`config.mk`:
```
export PLATFORM = sky130hd
export DESIGN_NAME = updown_mod_counter
export DESIGN_NICKNAME = d
export VERILOG_FILES = /design/src/rtl/updown_mod_counter.sv
export SDC_FILE = /design/constraint.sdc
export NUM_CORES = 1
export LEC_CHECK = 0
export ABC_AREA = 1
export BUFFER_PORTS_ARGS = -buffer_cell sky130_fd_sc_hd__buf_2
export CORE_AREA = 4 4 41 43
export DETAILED_ROUTE_END_ITERATION = 8
export DIE_AREA = 0 0 45 47
export HOLD_SLACK_MARGIN = 0.08
export PLACE_DENSITY = 0.58
export SETUP_SLACK_MARGIN = 0.3
export SLEW_MARGIN = 20
export SYNTH_ARGS = -nofsm -noshare
export SYNTH_HDL_FRONTEND = slang
export SYNTH_SLANG_ARGS = --single-unit
```
`constraint.sdc`:
```
create_clock -name clk -period 1.5 [get_ports clk]
set_clock_uncertainty 0.05 [all_clocks]
set_input_delay 0.075 -clock clk [delete_from_list [all_inputs] [get_ports clk]]
set_output_delay 0.075 -clock clk [all_outputs]
set_load 0.005 [all_outputs]
```
`src/rtl/updown_mod_counter.sv`:
```
// Modulo-(MAX+1) up/down counter with runtime direction, clamped load, and a
// choice of wrap or saturate at the boundaries; tc pulses on boundary steps, ovf is sticky.
module updown_mod_counter #(
   parameter int unsigned      N   = 4,
   parameter longint unsigned  MAX = 9,
   parameter bit               SAT = 1'b0
) (
   input  logic         clk,
   input  logic         rstn,
   input  logic         clr,
   input  logic         load,
   input  logic [N-1:0] load_val,
   input  logic         en,
   input  logic         up,
   output logic [N-1:0] count,
   output logic         tc,
   output logic         ovf,
   output logic         at_max,
   output logic         at_min
);

   localparam longint unsigned LIMIT = (64'd1 << N) - 64'd1;

   generate
      if (N < 2 || N > 32) begin : g_bad_n
         $error("updown_mod_counter: N must be within 2..32");
      end
      if (MAX < 64'd1 || MAX > LIMIT) begin : g_bad_max
         $error("updown_mod_counter: MAX must be within 1..2^N-1");
      end
   endgenerate

   localparam logic [N-1:0] MAX_V = MAX[N-1:0];

   logic [N-1:0] count_q, count_d;
   logic         tc_q, tc_d;
   logic         ovf_q, ovf_d;

   logic at_boundary;
   assign at_boundary = up ? (count_q == MAX_V) : (count_q == '0);

   always_comb begin
      // NOTE: every output of this block gets a default first, so no path can infer a latch.
      count_d = count_q;
      tc_d    = 1'b0;
      ovf_d   = ovf_q;
      if (clr) begin
         count_d = '0;
         ovf_d   = 1'b0;
      end else if (load) begin
         count_d = (load_val > MAX_V) ? MAX_V : load_val;
      end else if (en) begin
         if (at_boundary) begin
            tc_d  = 1'b1;
            ovf_d = 1'b1;
            if (SAT)     count_d = count_q;
            else if (up) count_d = '0;
            else         count_d = MAX_V;
         end else if (up) begin
            count_d = count_q + N'(1);
         end else begin
            count_d = count_q - N'(1);
         end
      end
   end

   always_ff @(posedge clk) begin
      // NOTE: state is updated with non-blocking assignments so all flops sample the same pre-edge values.
      if (!rstn) begin
         count_q <= '0;
         tc_q    <= 1'b0;
         ovf_q   <= 1'b0;
      end else begin
         count_q <= count_d;
         tc_q    <= tc_d;
         ovf_q   <= ovf_d;
      end
   end

   assign count  = count_q;
   assign tc     = tc_q;
   assign ovf    = ovf_q;
   assign at_max = (count_q == MAX_V);
   assign at_min = (count_q == '0);

endmodule

```
# == Yosys cells after proc, flatten, opt, wreduce, memory -nomap -nowiden ==
# Cells that the tools add are included.
# totals
reg_bits,6
inputBits,10
output_inout_bits,8
wordCells,23
# classes
add_sub_neg,2
order_cmp,1
n_eq_ne,1
mux,8
bitwise,3
reduce_logical,5
# ops
operator,n
4-bit two-way mux,6
"4-bit by 1-bit adder with 4-bit output, second input constant",1
"4-bit == test, second input constant",1
"4-bit > comparator, second input constant",1
4-bit logical NOT,1
4-bit OR reduction,1
"4-bit by 1-bit subtractor with 4-bit output, second input constant",1
1-bit inverter,3
3-bit AND reduction,1
1-bit two-way mux,2
2-bit nonzero test,1
2-bit OR reduction,1

# == Depth between registers and ports, before layout ==
# Gate-level depths: netlist of run 1.
# logic_depth
ltp_word,5
mapped_depth,10
ltp_nobuf,10

# == Worst setup path after synthesis of run 1 ==
# OpenSTA, ideal clock, no wires.
# synth_path
kind,register to register
from,register count_q[0] (netlist: count[0])
to,register count_q[2] (netlist: count[2])
setup_ns,0.070
t_arrival_ns,1.292
required_time_ns,1.380
path_slack_ns,0.088
stages_incl_launch_ff,6
n_path_buf,0
synth_period_minus_slack_ns,1.412
cell_sequence,dfxtp_1 -> inv_1 -> fa_1 -> xnor2_1 -> nand4_1 -> a21oi_1
# synth_via
elab_chain_len,5
word_cells_on_any_way,9
classes_between,add/sub (2); eq/ne (1); mux (5); reduce/logical (1)
# synth_rtl
element,line,source
start: declaration,35,"logic [N-1:0] count_q, count_d;"
start signal: assignment,74,count_q <= count_d;
"4-bit by 1-bit subtractor with 4-bit output, or another cell as far along",62,count_d = count_q - N'(1);
4-bit two-way mux / 1-bit two-way mux (equally long branches),"59, 40",
4-bit two-way mux (*),53,if (at_boundary) begin
4-bit two-way mux (*),52,end else if (en) begin
4-bit two-way mux (*),50,end else if (load) begin
# Mark *: on every way between the ends. The rest lies on a longest branch, timed or not. The select of a mux whose other input is x is not followed.
# A chain may end at the register's enable or synchronous reset.

# == Worst setup path in the final report of run 1 ==
# layout_path
from,register count_q[1] (netlist: count[1])
to,register count_q[1] (netlist: count[1])
# Same word-level chain as after synthesis.

==> results.cfg, run 1 <==
[timing]
rsz0062_at_grt = true
setup_viol = 0
fin_ws_ns = 0.211
fin_tns_setup_ns = 0
hold_violation_count_in_the_final_report = 0
min_period_over_period_pct = 85.9
slew_viol_final = 0
achievable_clock_frequency_mhz = 776
max_slew.worst_pin.slew_ns = 0.268
period_minus_slack_ns = 1.29
timing.slew.headroom_pct = 82.0

[clock_tree]
htree_num_levels = 1
clockRootBuffer = sky130_fd_sc_hd__clkbuf_4
clock_tree_from_tritoncts = yes
worst_skew_pair.late_latency_ns = 0.25
numCtsBuffers = 3
clkSlewWorstSetupHoldPaths_ns = 0.04
cts-root-to-sink-buffers = 2
clock_sinks = 6

[placed_design]
portBuffers = 17
globalplace.congestion = 0.752
detailed_placement_hpwl_um = 875
worst_setup_slack_after_placement_ns = 0.149

[grt]
grt_max_degree = 8
grt_pass1_wl_mm = 2.01
global_route.overflow_total = 0
grt_usage_pct = 13.5
antenna_violations_before_repair = 0
first_global_vias = 480

[yosys]
post_synth_edffs = 0
synth_seq_cells = 6
yosys.cell_count.top_type = sky130_fd_sc_hd__nand2_1
synthesis.yosys.warnings = 0
yosysSeqAreaShare_pct = 26.2
synth.distinct_cells = 20
post_synth_top_area_cell = sky130_fd_sc_hd__dfxtp_1
synth.area.top_cells = sky130_fd_sc_hd__dfxtp_1 (26%), sky130_fd_sc_hd__nand2_1 (13%), sky130_fd_sc_hd__inv_1 (8.2%)
ys_async_sr_fraction_pct = 0
mappedNetlistNets = 81
yosysTopAreaCellShare_pct = 26.2
syn_inst = 68
post_synth_instance_area_um2 = 458
synthesized_area_per_cell_um2 = 6.73
ys_top_cells_by_count = sky130_fd_sc_hd__nand2_1 (16), sky130_fd_sc_hd__inv_1 (10), sky130_fd_sc_hd__dfxtp_1 (6), sky130_fd_sc_hd__nor2_1 (6), sky130_fd_sc_hd__a21oi_1 (5)
dominantRegCellSynth = sky130_fd_sc_hd__dfxtp_1

[critical_path]
crit_path_end_kind = register
crit_path_max_fanout = 5
startpoint_type = register
rrSetupSlack_ns = 0.21
reg2reg_to = count[1]
worst-endpoint-required_ns = 1.58
setup.worst_path.class = register to register
r2r.worst_path.cells = 5
worstReg2RegStart = count[1]
critical_path_arrival_ns = 1.37

[layout]
layout.nets = 107
n_antenna_cell = 0
layout.filler_cells = 148
area_growth_pct = 44.3
layout-drive-gt1-share_pct = 39.1
layout.core_utilization_pct = 50.8

[power]
leakage_nw = 0.341
power.net_switching_w = 0.000145
vdd_drop_max_uv = 396
switching_share_pct = 31.1
seq_power_share_pct = 37.4
fraction_of_power_consumed_by_combinational_cells_pct = 29.9
p_int_w = 0.000321
power.density_cell_area_nw_per_um2 = 705
clockPowerShare_pct = 32.7

[worst_hold_path]
holdCritPathClass = input port to register
hold_path_end = count[1]
min_from = clr
timing.hold.worst_path_depth = 4

[route]
detailroute.via_count = 516
drt_iter0_markers = 8
drt_pass1_iterations = 4
drt_drc_violations_left = 0
final_antenna_net_count = 0
finalWirelength_mm = 1.20
routed_via_density = 4.82
post_drt_wl_per_cell_um = 11.2

[run_status]
run_status = finished clean

[run]
cap_violations = 0

[floorplanning]
fp.coreArea_um2 = 1300
die-height_um = 47
fp.dieArea_um2 = 2120
ios = 18
die_width_um = 45
rows = 13
floorplan.initialDensity_pct = 35.2
[how the worst max path moves through the flow]
stage / from / end / slack, ns
finish: count[1] / count[1] / 0.21
global placement: count[0] / count[2] / 0.14
detailed placement: count[0] / count[2] / 0.15
floorplan: count[0] / count[1] / 0.25
global route: count[2] / count[3] / 0.15
CTS: count[1] / count[2] / 0.21
[flip-flops by register name, indices dropped and copies added (netlist names)]
name	cells
count	4
tc	1
ovf	1
[cells by family (layout without fill, tap and decap cells)]
group,count (synthesis),after routing,share of synthesized area (%)
buffers and inverters,11,35,9.02
AND/OR/NAND/NOR,33,33,35.2
flip-flops,6,6,26.2
adder cells (fa/ha/maj),3,3,9.84
XOR/XNOR,1,1,1.91
AO/OA/AOI/OAI,14,14,17.8
[final cells by class]
class                           count  area [µm²]  area share [%]
Tap cell                           15        18.8            2.84
Clock buffer                        3        22.5            3.41
Inverter                           11        43.8            6.63
Timing Repair Buffer               21         120            18.2
Sequential cell                     6         131            19.9
Multi-Input combinational cell     51         324            49.1
[power by group through the flow]
stage | clock, W | sequential, W | combinational [W]
2_1_floorplan | 0 | 0.000179 | 0.0000767
3_3_place_gp | 0 | 0.000180 | 0.000121
3_5_place_dp | 0 | 0.000180 | 0.000119
4_1_cts | 0.000156 | 0.000173 | 0.000138
5_1_grt | 0.000168 | 0.000175 | 0.000158
6_report | 0.000152 | 0.000174 | 0.000139
[timing repair]
action	CTS	global route
hold buffers	2	0
pin swaps	8	4
buffers inserted	2	0
endpoints found under the hold margin	2	0
setup endpoints to repair	5	7
gates cloned	0	0
gates resized for setup	3	2
[routing by layer]
metal | part of all wire, % | track usage (%)
met5 | 0 | 0
met4 | 1.8 | 7.02
met3 | 5.3 | 2.30
met2 | 47 | 24.0
met1 | 45 | 15.4
[worst max-delay path, cell delays in order, from the launching register on]
cell and delay [ns]:
sky130_fd_sc_hd__dfxtp_4 0.38, sky130_fd_sc_hd__inv_2 0.04, sky130_fd_sc_hd__fa_2 0.53, sky130_fd_sc_hd__nor2_1 0.04, sky130_fd_sc_hd__nand3_1 0.08, sky130_fd_sc_hd__a21oi_1 0.06
[placed cells by master (no fill, tap or decap), types with 2 or more instances in the layout]
master / instances
sky130_fd_sc_hd__nor2_1: 6
sky130_fd_sc_hd__o211ai_1: 2
sky130_fd_sc_hd__clkbuf_4: 3
sky130_fd_sc_hd__dlygate4sd3_1: 2
sky130_fd_sc_hd__dfxtp_4: 3
sky130_fd_sc_hd__buf_4: 2
sky130_fd_sc_hd__dfxtp_1: 3
sky130_fd_sc_hd__buf_2: 17
sky130_fd_sc_hd__a21oi_1: 5
sky130_fd_sc_hd__nand4_2: 2
sky130_fd_sc_hd__o21ai_0: 4
sky130_fd_sc_hd__nand3_1: 3
sky130_fd_sc_hd__nor3_1: 2
sky130_fd_sc_hd__inv_1: 8
sky130_fd_sc_hd__a31oi_1: 2
sky130_fd_sc_hd__nand2_1: 16
sky130_fd_sc_hd__inv_2: 2
[per-stage QoR]
stage,total power [W],cell area (µm²),instances,hold WS (ns)
after floorplan,0.000255,484,68,0.171
after global placement,0.000301,588,100,0.321
after detailed placement,0.000299,588,100,0.324
after CTS,0.000468,656,107,0.0867
after global routing,0.000501,661,107,0.108
final,0.000466,661,107,0.0886
No activity file was read; power rests on OpenSTA's default activity.
==> inputs of run 2 (changes only) <==
CORE_AREA = 2 2 39 41   (was 4 4 41 43)
DIE_AREA = 0 0 41 43   (was 0 0 45 47)
PLACE_DENSITY = default   (was 0.58)
PLACE_DENSITY_LB_ADDON = 0.25   (was default)
==> run 2 against run 1 <==
Against the previous run:
- flip-flop and latch count is the same
- hold slack lost 0.0043 ns
- non-clock buffer count shrank 1
- sequential share of layout area grew 0.58 points
- clock-buffer cell count is the same
- power shrank 1.8%
- largest cell class unchanged
==> results.cfg, run 2 (same netlist as run 1, synthesis figures left out) <==
[timing]
achievable_clock_frequency_mhz = 789
timing.slew.headroom_pct = 78.1
hold-worst-slack_ns = 0.0843
max_slew.worst_pin.slew_ns = 0.328
period_minus_slack_ns = 1.27
min_period_over_period_pct = 84.5
slew_viol_final = 0
hold_violation_count_in_the_final_report = 0
setup_viol = 0
rsz0062_at_grt = true
fin_tns_setup_ns = 0

[grt]
antenna_violations_before_repair = 0
grt_usage_pct = 14.9
grt_pass1_wl_mm = 1.76
first_global_vias = 450
global_route.overflow_total = 0
grt_max_degree = 8

[clock_tree]
numCtsBuffers = 3
clkSlewWorstSetupHoldPaths_ns = 0.05
cts-root-to-sink-buffers = 2
clockRootBuffer = sky130_fd_sc_hd__clkbuf_4
clock_tree_from_tritoncts = yes
clock_sinks = 6
htree_num_levels = 1
worst_skew_pair.late_latency_ns = 0.25

[placed_design]
portBuffers = 17
detailed_placement_hpwl_um = 869
dp_cells = 101
globalplace.congestion = 0.741

[floorplanning]
ios = 18
floorplan.initialDensity_pct = 33.1
fp.dieArea_um2 = 1760
die-height_um = 43
fp.coreArea_um2 = 1380
die_width_um = 41
rows = 14

[critical_path]
crit_path_max_fanout = 4
crit_path_cell_trace = ha_4 -> or2_0 -> nand2_1 -> nand2_1 -> nand3_1 -> nand2_1 -> nand2_1 -> nand2_1
r2r.worst_path.cells = 8
cell_with_the_most_instances_on_the_worst_path = sky130_fd_sc_hd__nand2_1
worst-endpoint-required_ns = 1.58
cp_slowest_stage_delay_ns = 0.35
worst-path-stages = 8
critical_path_arrival_ns = 1.35
path_delay_family = simple AND/OR/NAND/NOR gates
cp.buffers_inverters = 0
setup.worst_path.class = register to register
startpoint_type = register
slowest_cp_cell = sky130_fd_sc_hd__dfxtp_4
crit_path_end_kind = register

[layout]
layout-drive-gt1-share_pct = 39.6
n_antenna_cell = 0
stdcell_count = 107
area_growth_pct = 40.2
layout.nets = 106
most_frequent_standard_cell_in_the_layout_excluding_fill_and_tap_cells = sky130_fd_sc_hd__buf_2
largest_register_ff_count = 4
layout.filler_cells = 151
commonest_non_fill_non_tap_cells_in_the_layout = sky130_fd_sc_hd__buf_2 (17), sky130_fd_sc_hd__nand2_1 (16), sky130_fd_sc_hd__inv_1 (8)

[power]
leakage_nw = 0.327
vdd_drop_max_uv = 314
power.density_cell_area_nw_per_um2 = 713

[route]
final_antenna_net_count = 0
drt_pass1_iterations = 4
finalWirelength_mm = 1.07
routed_via_density = 4.75
drt_drc_violations_left = 0
drt_iter0_markers = 2
post_drt_wl_per_cell_um = 9.97
detailroute.via_count = 508

[run]
cap_violations = 0

[run_status]
run_status = finished clean

[worst_hold_path]
holdCritPathClass = input port to register
timing.hold.worst_path_depth = 3
## run 2: changes by cell type in the layout (fill, tap and decap cells not counted), sizes merged
cell,before,now
dlygate4sd3,2,1
## run 2: repair_timing
| action | CTS | global route |
|---|---|---|
| endpoints found under the hold margin | 2 | 0 |
| setup endpoints to repair | 5 | 5 |
| resized for setup | 2 | 1 |
| buffers inserted | 2 | 0 |
| pin swaps | 3 | 0 |
| hold buffers | 1 | 0 |
## run 2: per-stage QoR
stage	util, %	area (µm²)	worst slack, ns	total power, W
2_1_floorplan	-	484	0.248	0.000255
3_3_place_gp	42.6	589	0.174	0.000299
3_5_place_dp	42.6	589	0.175	0.000300
4_1_cts	46.2	639	0.223	0.000462
5_1_grt	46.4	642	0.127	0.000492
6_report	46.4	642	0.233	0.000457
## run 2: per-layer routing
layer	vias to the layer above	global-route usage, %	routed length (µm)
met5	-	0	0
met4	0	10.0	12
met3	2	3.14	45
met2	13	21.3	477
met1	215	19.3	531
li1	278	-	-
## run 2: power by group
part / switching (W) / internal, W / total (W)
logic: 0.0000709 / 0.0000596 / 0.000131
clock network: 0.0000635 / 0.0000909 / 0.000154
registers: 0.00000786 / 0.000165 / 0.000173
## run 2: layout make-up
| class | instances | area, µm² | area share (%) |
|---|---|---|---|
| timing repair buffer | 20 | 110 | 17.2 |
| multi-input combinational | 51 | 314 | 48.9 |
| sequential | 6 | 131 | 20.5 |
| clock buffer | 3 | 22.5 | 3.51 |
| tap | 16 | 20.0 | 3.12 |
| inverter | 11 | 43.8 | 6.82 |
## run 2: final timing paths
check              start  endpoint  slack (ns)
max reg2reg     count[2]  count[3]        0.23
min reg2reg          ovf       ovf        0.42
min          load_val[3]  count[3]        0.08
max             count[2]  count[3]        0.23
## run 2: worst reg2reg max path: cells and delay by family (launching register included)
kind,cells,cell delay [ns]
adder cells (fa/ha/maj),1,0.23
flip-flops,1,0.35
AND/OR/NAND/NOR,7,0.53
==> inputs of run 3 (changes only) <==
ABC_AREA = 0   (was 1)
clock period = 1.2 ns   (was 1.5 ns; I/O delays follow)
==> run 3 against run 2 <==
Against the previous run:
- the flow now finishes with violations (setup timing)
- flip-flop and latch count unchanged
- clock power up 34%
- routed wire length up 1.1%
- final cell count down 8.4%
- worst setup slack worse by 0.44 ns
- core utilization up 5.9 points
- hold slack worse by 0.047 ns
- register-to-register slack worse by 0.44 ns
- synthesized area down 7.1%
- synthesized cell count down 25%
- critical path depth down 2
- largest power group unchanged
- highest routed layer unchanged
==> results.cfg, run 3 <==
[run_status]
run_status = complete, but fails checks
failed_checks = setup timing

[clock_tree]
clock_tree_from_tritoncts = yes
clockRootBuffer = sky130_fd_sc_hd__clkbuf_4
numCtsBuffers = 3
clkSlewWorstSetupHoldPaths_ns = 0.05
htree_num_levels = 1
cts_setup_buffers = 0
clock_sinks = 6
cts_hold_buf = 3
cts-root-to-sink-buffers = 2
worst_skew_pair.late_latency_ns = 0.25

[power]
leakage_nw = 0.350
vdd_drop_max_uv = 511
power.density_cell_area_nw_per_um2 = 871

[layout]
area_growth_pct = 70.0
largest_register_ff_count = 4
layout.filler_cells = 131
area_of_combinational_cells_with_multiple_inputs_um2 = 333
final_area_um2 = 723
commonest_non_fill_non_tap_cells_in_the_layout = sky130_fd_sc_hd__buf_2 (16), sky130_fd_sc_hd__buf_4 (6), sky130_fd_sc_hd__nor2_1 (4)
layout-drive-gt1-share_pct = 53.7
most_frequent_standard_cell_in_the_layout_excluding_fill_and_tap_cells = sky130_fd_sc_hd__buf_2
layout.nets = 96
n_antenna_cell = 0
seq_area_um2 = 131

[placed_design]
worst_setup_slack_after_placement_ns = -0.222
portBuffers = 17
dpl_cell_area_um2 = 622
globalplace.congestion = 0.695
detailed_placement_hpwl_um = 827

[yosys]
ys_top_cells_by_count = sky130_fd_sc_hd__dfxtp_1 (6), sky130_fd_sc_hd__nor2_1 (6), sky130_fd_sc_hd__inv_1 (4)
synth.area.top_cells = sky130_fd_sc_hd__dfxtp_1 (28%), sky130_fd_sc_hd__ha_1 (5.9%), sky130_fd_sc_hd__a21o_1 (5.3%)
yosysSeqAreaShare_pct = 28.2
mappedNetlistNets = 64
post_synth_edffs = 0
synth_seq_cells = 6
synthesis.yosys.warnings = 0
syn_inst = 51
ys_async_sr_fraction_pct = 0
synthesized_area_per_cell_um2 = 8.34
post_synth_top_area_cell = sky130_fd_sc_hd__dfxtp_1
post_synth_instance_area_um2 = 425
yosysTopAreaCellShare_pct = 28.2
synth.distinct_cells = 25
dominantRegCellSynth = sky130_fd_sc_hd__dfxtp_1

[route]
drt_iter0_markers = 11
drt_pass1_iterations = 4
detailroute.via_count = 487
routed_via_density = 4.97
finalWirelength_mm = 1.08
post_drt_wl_per_cell_um = 11.0
drt_drc_violations_left = 0
final_antenna_net_count = 0

[floorplanning]
fp.coreArea_um2 = 1380
die-height_um = 43
floorplan.initialDensity_pct = 30.7
fp.dieArea_um2 = 1760
die_width_um = 41
rows = 14
ios = 18

[timing]
timing.slew.headroom_pct = 76.2
slew_viol_final = 0
fin_ws_ns = -0.209
fin_tns_setup_ns = -0.679
setup_viol = 6
period_minus_slack_ns = 1.41
hold_violation_count_in_the_final_report = 0
max_slew.worst_pin.slew_ns = 0.356
min_period_over_period_pct = 117
rsz0062_at_grt = true
hold-worst-slack_ns = 0.0372
achievable_clock_frequency_mhz = 710

[grt]
grt_max_degree = 12
first_global_vias = 452
antenna_violations_before_repair = 0
global_route.overflow_total = 0
grt_usage_pct = 14.3
grt_pass1_wl_mm = 1.74

[critical_path]
worst-endpoint-required_ns = 1.29
crit_path_end_kind = register
crit_path_cell_trace = inv_2 -> fa_2 -> xor2_1 -> nor2_1 -> a221oi_2 -> nor2_1
cp-startpoint = count[1]
path_delay_family = flip-flops
cell_with_the_most_instances_on_the_worst_path = sky130_fd_sc_hd__nor2_1
crit_path_max_fanout = 3
startpoint_type = register
cp.buffers_inverters = 1
critical_path_arrival_ns = 1.50
setup.worst_path.class = register to register
slowest_cp_cell = sky130_fd_sc_hd__dfxtp_4
worstReg2RegStart = count[1]
cp_slowest_stage_delay_ns = 0.36

[run]
cap_violations = 0

[worst_hold_path]
holdCritPathClass = input port to register
min_from = load_val[2]
-- run 3: layout make-up --
class	instances	area share [%]
clock buffers	4	3.63
multi-input cells	40	46.0
inverters	4	2.08
flip-flops and latches	6	18.2
repair buffers	28	27.3
well taps	16	2.77
-- run 3: worst register-to-register path: stages, from the launching register on --
cell,delay (ns)
sky130_fd_sc_hd__dfxtp_4,0.36
sky130_fd_sc_hd__inv_2,0.04
sky130_fd_sc_hd__fa_2,0.32
sky130_fd_sc_hd__xor2_1,0.14
sky130_fd_sc_hd__nor2_1,0.07
sky130_fd_sc_hd__a221oi_2,0.25
sky130_fd_sc_hd__nor2_1,0.07
-- run 3: per-layer routing --
| metal | global-route usage [%] | share of wire [%] | vias to the layer above |
|---|---|---|---|
| met5 | 0 | 0 | - |
| met4 | 6.00 | 2.0 | 0 |
| met3 | 4.71 | 5.6 | 4 |
| met2 | 22.2 | 48 | 20 |
| met1 | 17.3 | 44 | 222 |
| li1 | - | - | 241 |
-- run 3: through the flow --
stage / util [%] / power, W / instances
global route: 52.3 / 0.000678 / 98
finish: 52.3 / 0.000630 / 98
detailed placement: 44.9 / 0.000397 / 91
floorplan: - / 0.000315 / 51
global placement: 44.9 / 0.000394 / 91
CTS: 51.8 / 0.000636 / 98
-- run 3: logic make-up after synthesis --
kind of cell               share of synthesized area [%]
AOI/OAI and AO/OA                                   26.2
adders and majority gates                           10.6
DFF                                                 28.2
and+or+nand+nor                                     22.1
xor gates and xnor gates                            8.24
buffers and inverters                               4.70
-- run 3: timing repair --
item / in CTS / in global routing
pin swaps: 4 / 1
resized for setup: 8 / 2
endpoints found under the setup margin: 11 / 12
endpoints found under the hold margin: 2 / 1
-- run 3: path summary, 6_finish.rpt --
check | end | slack, ns | cells past startpoint
min reg2reg | ovf | 0.39 | 1
min | count[2] | 0.04 | 3
max reg2reg | count[2] | -0.21 | 6
max | count[2] | -0.21 | 6
-- run 3: where the power goes --
group | switching, W | total (W) | internal, W
registers | 0.0000111 | 0.000218 | 0.000207
clock network | 0.0000808 | 0.000207 | 0.000126
logic | 0.0000920 | 0.000205 | 0.000113
total | 0.000184 | 0.000630 | 0.000446
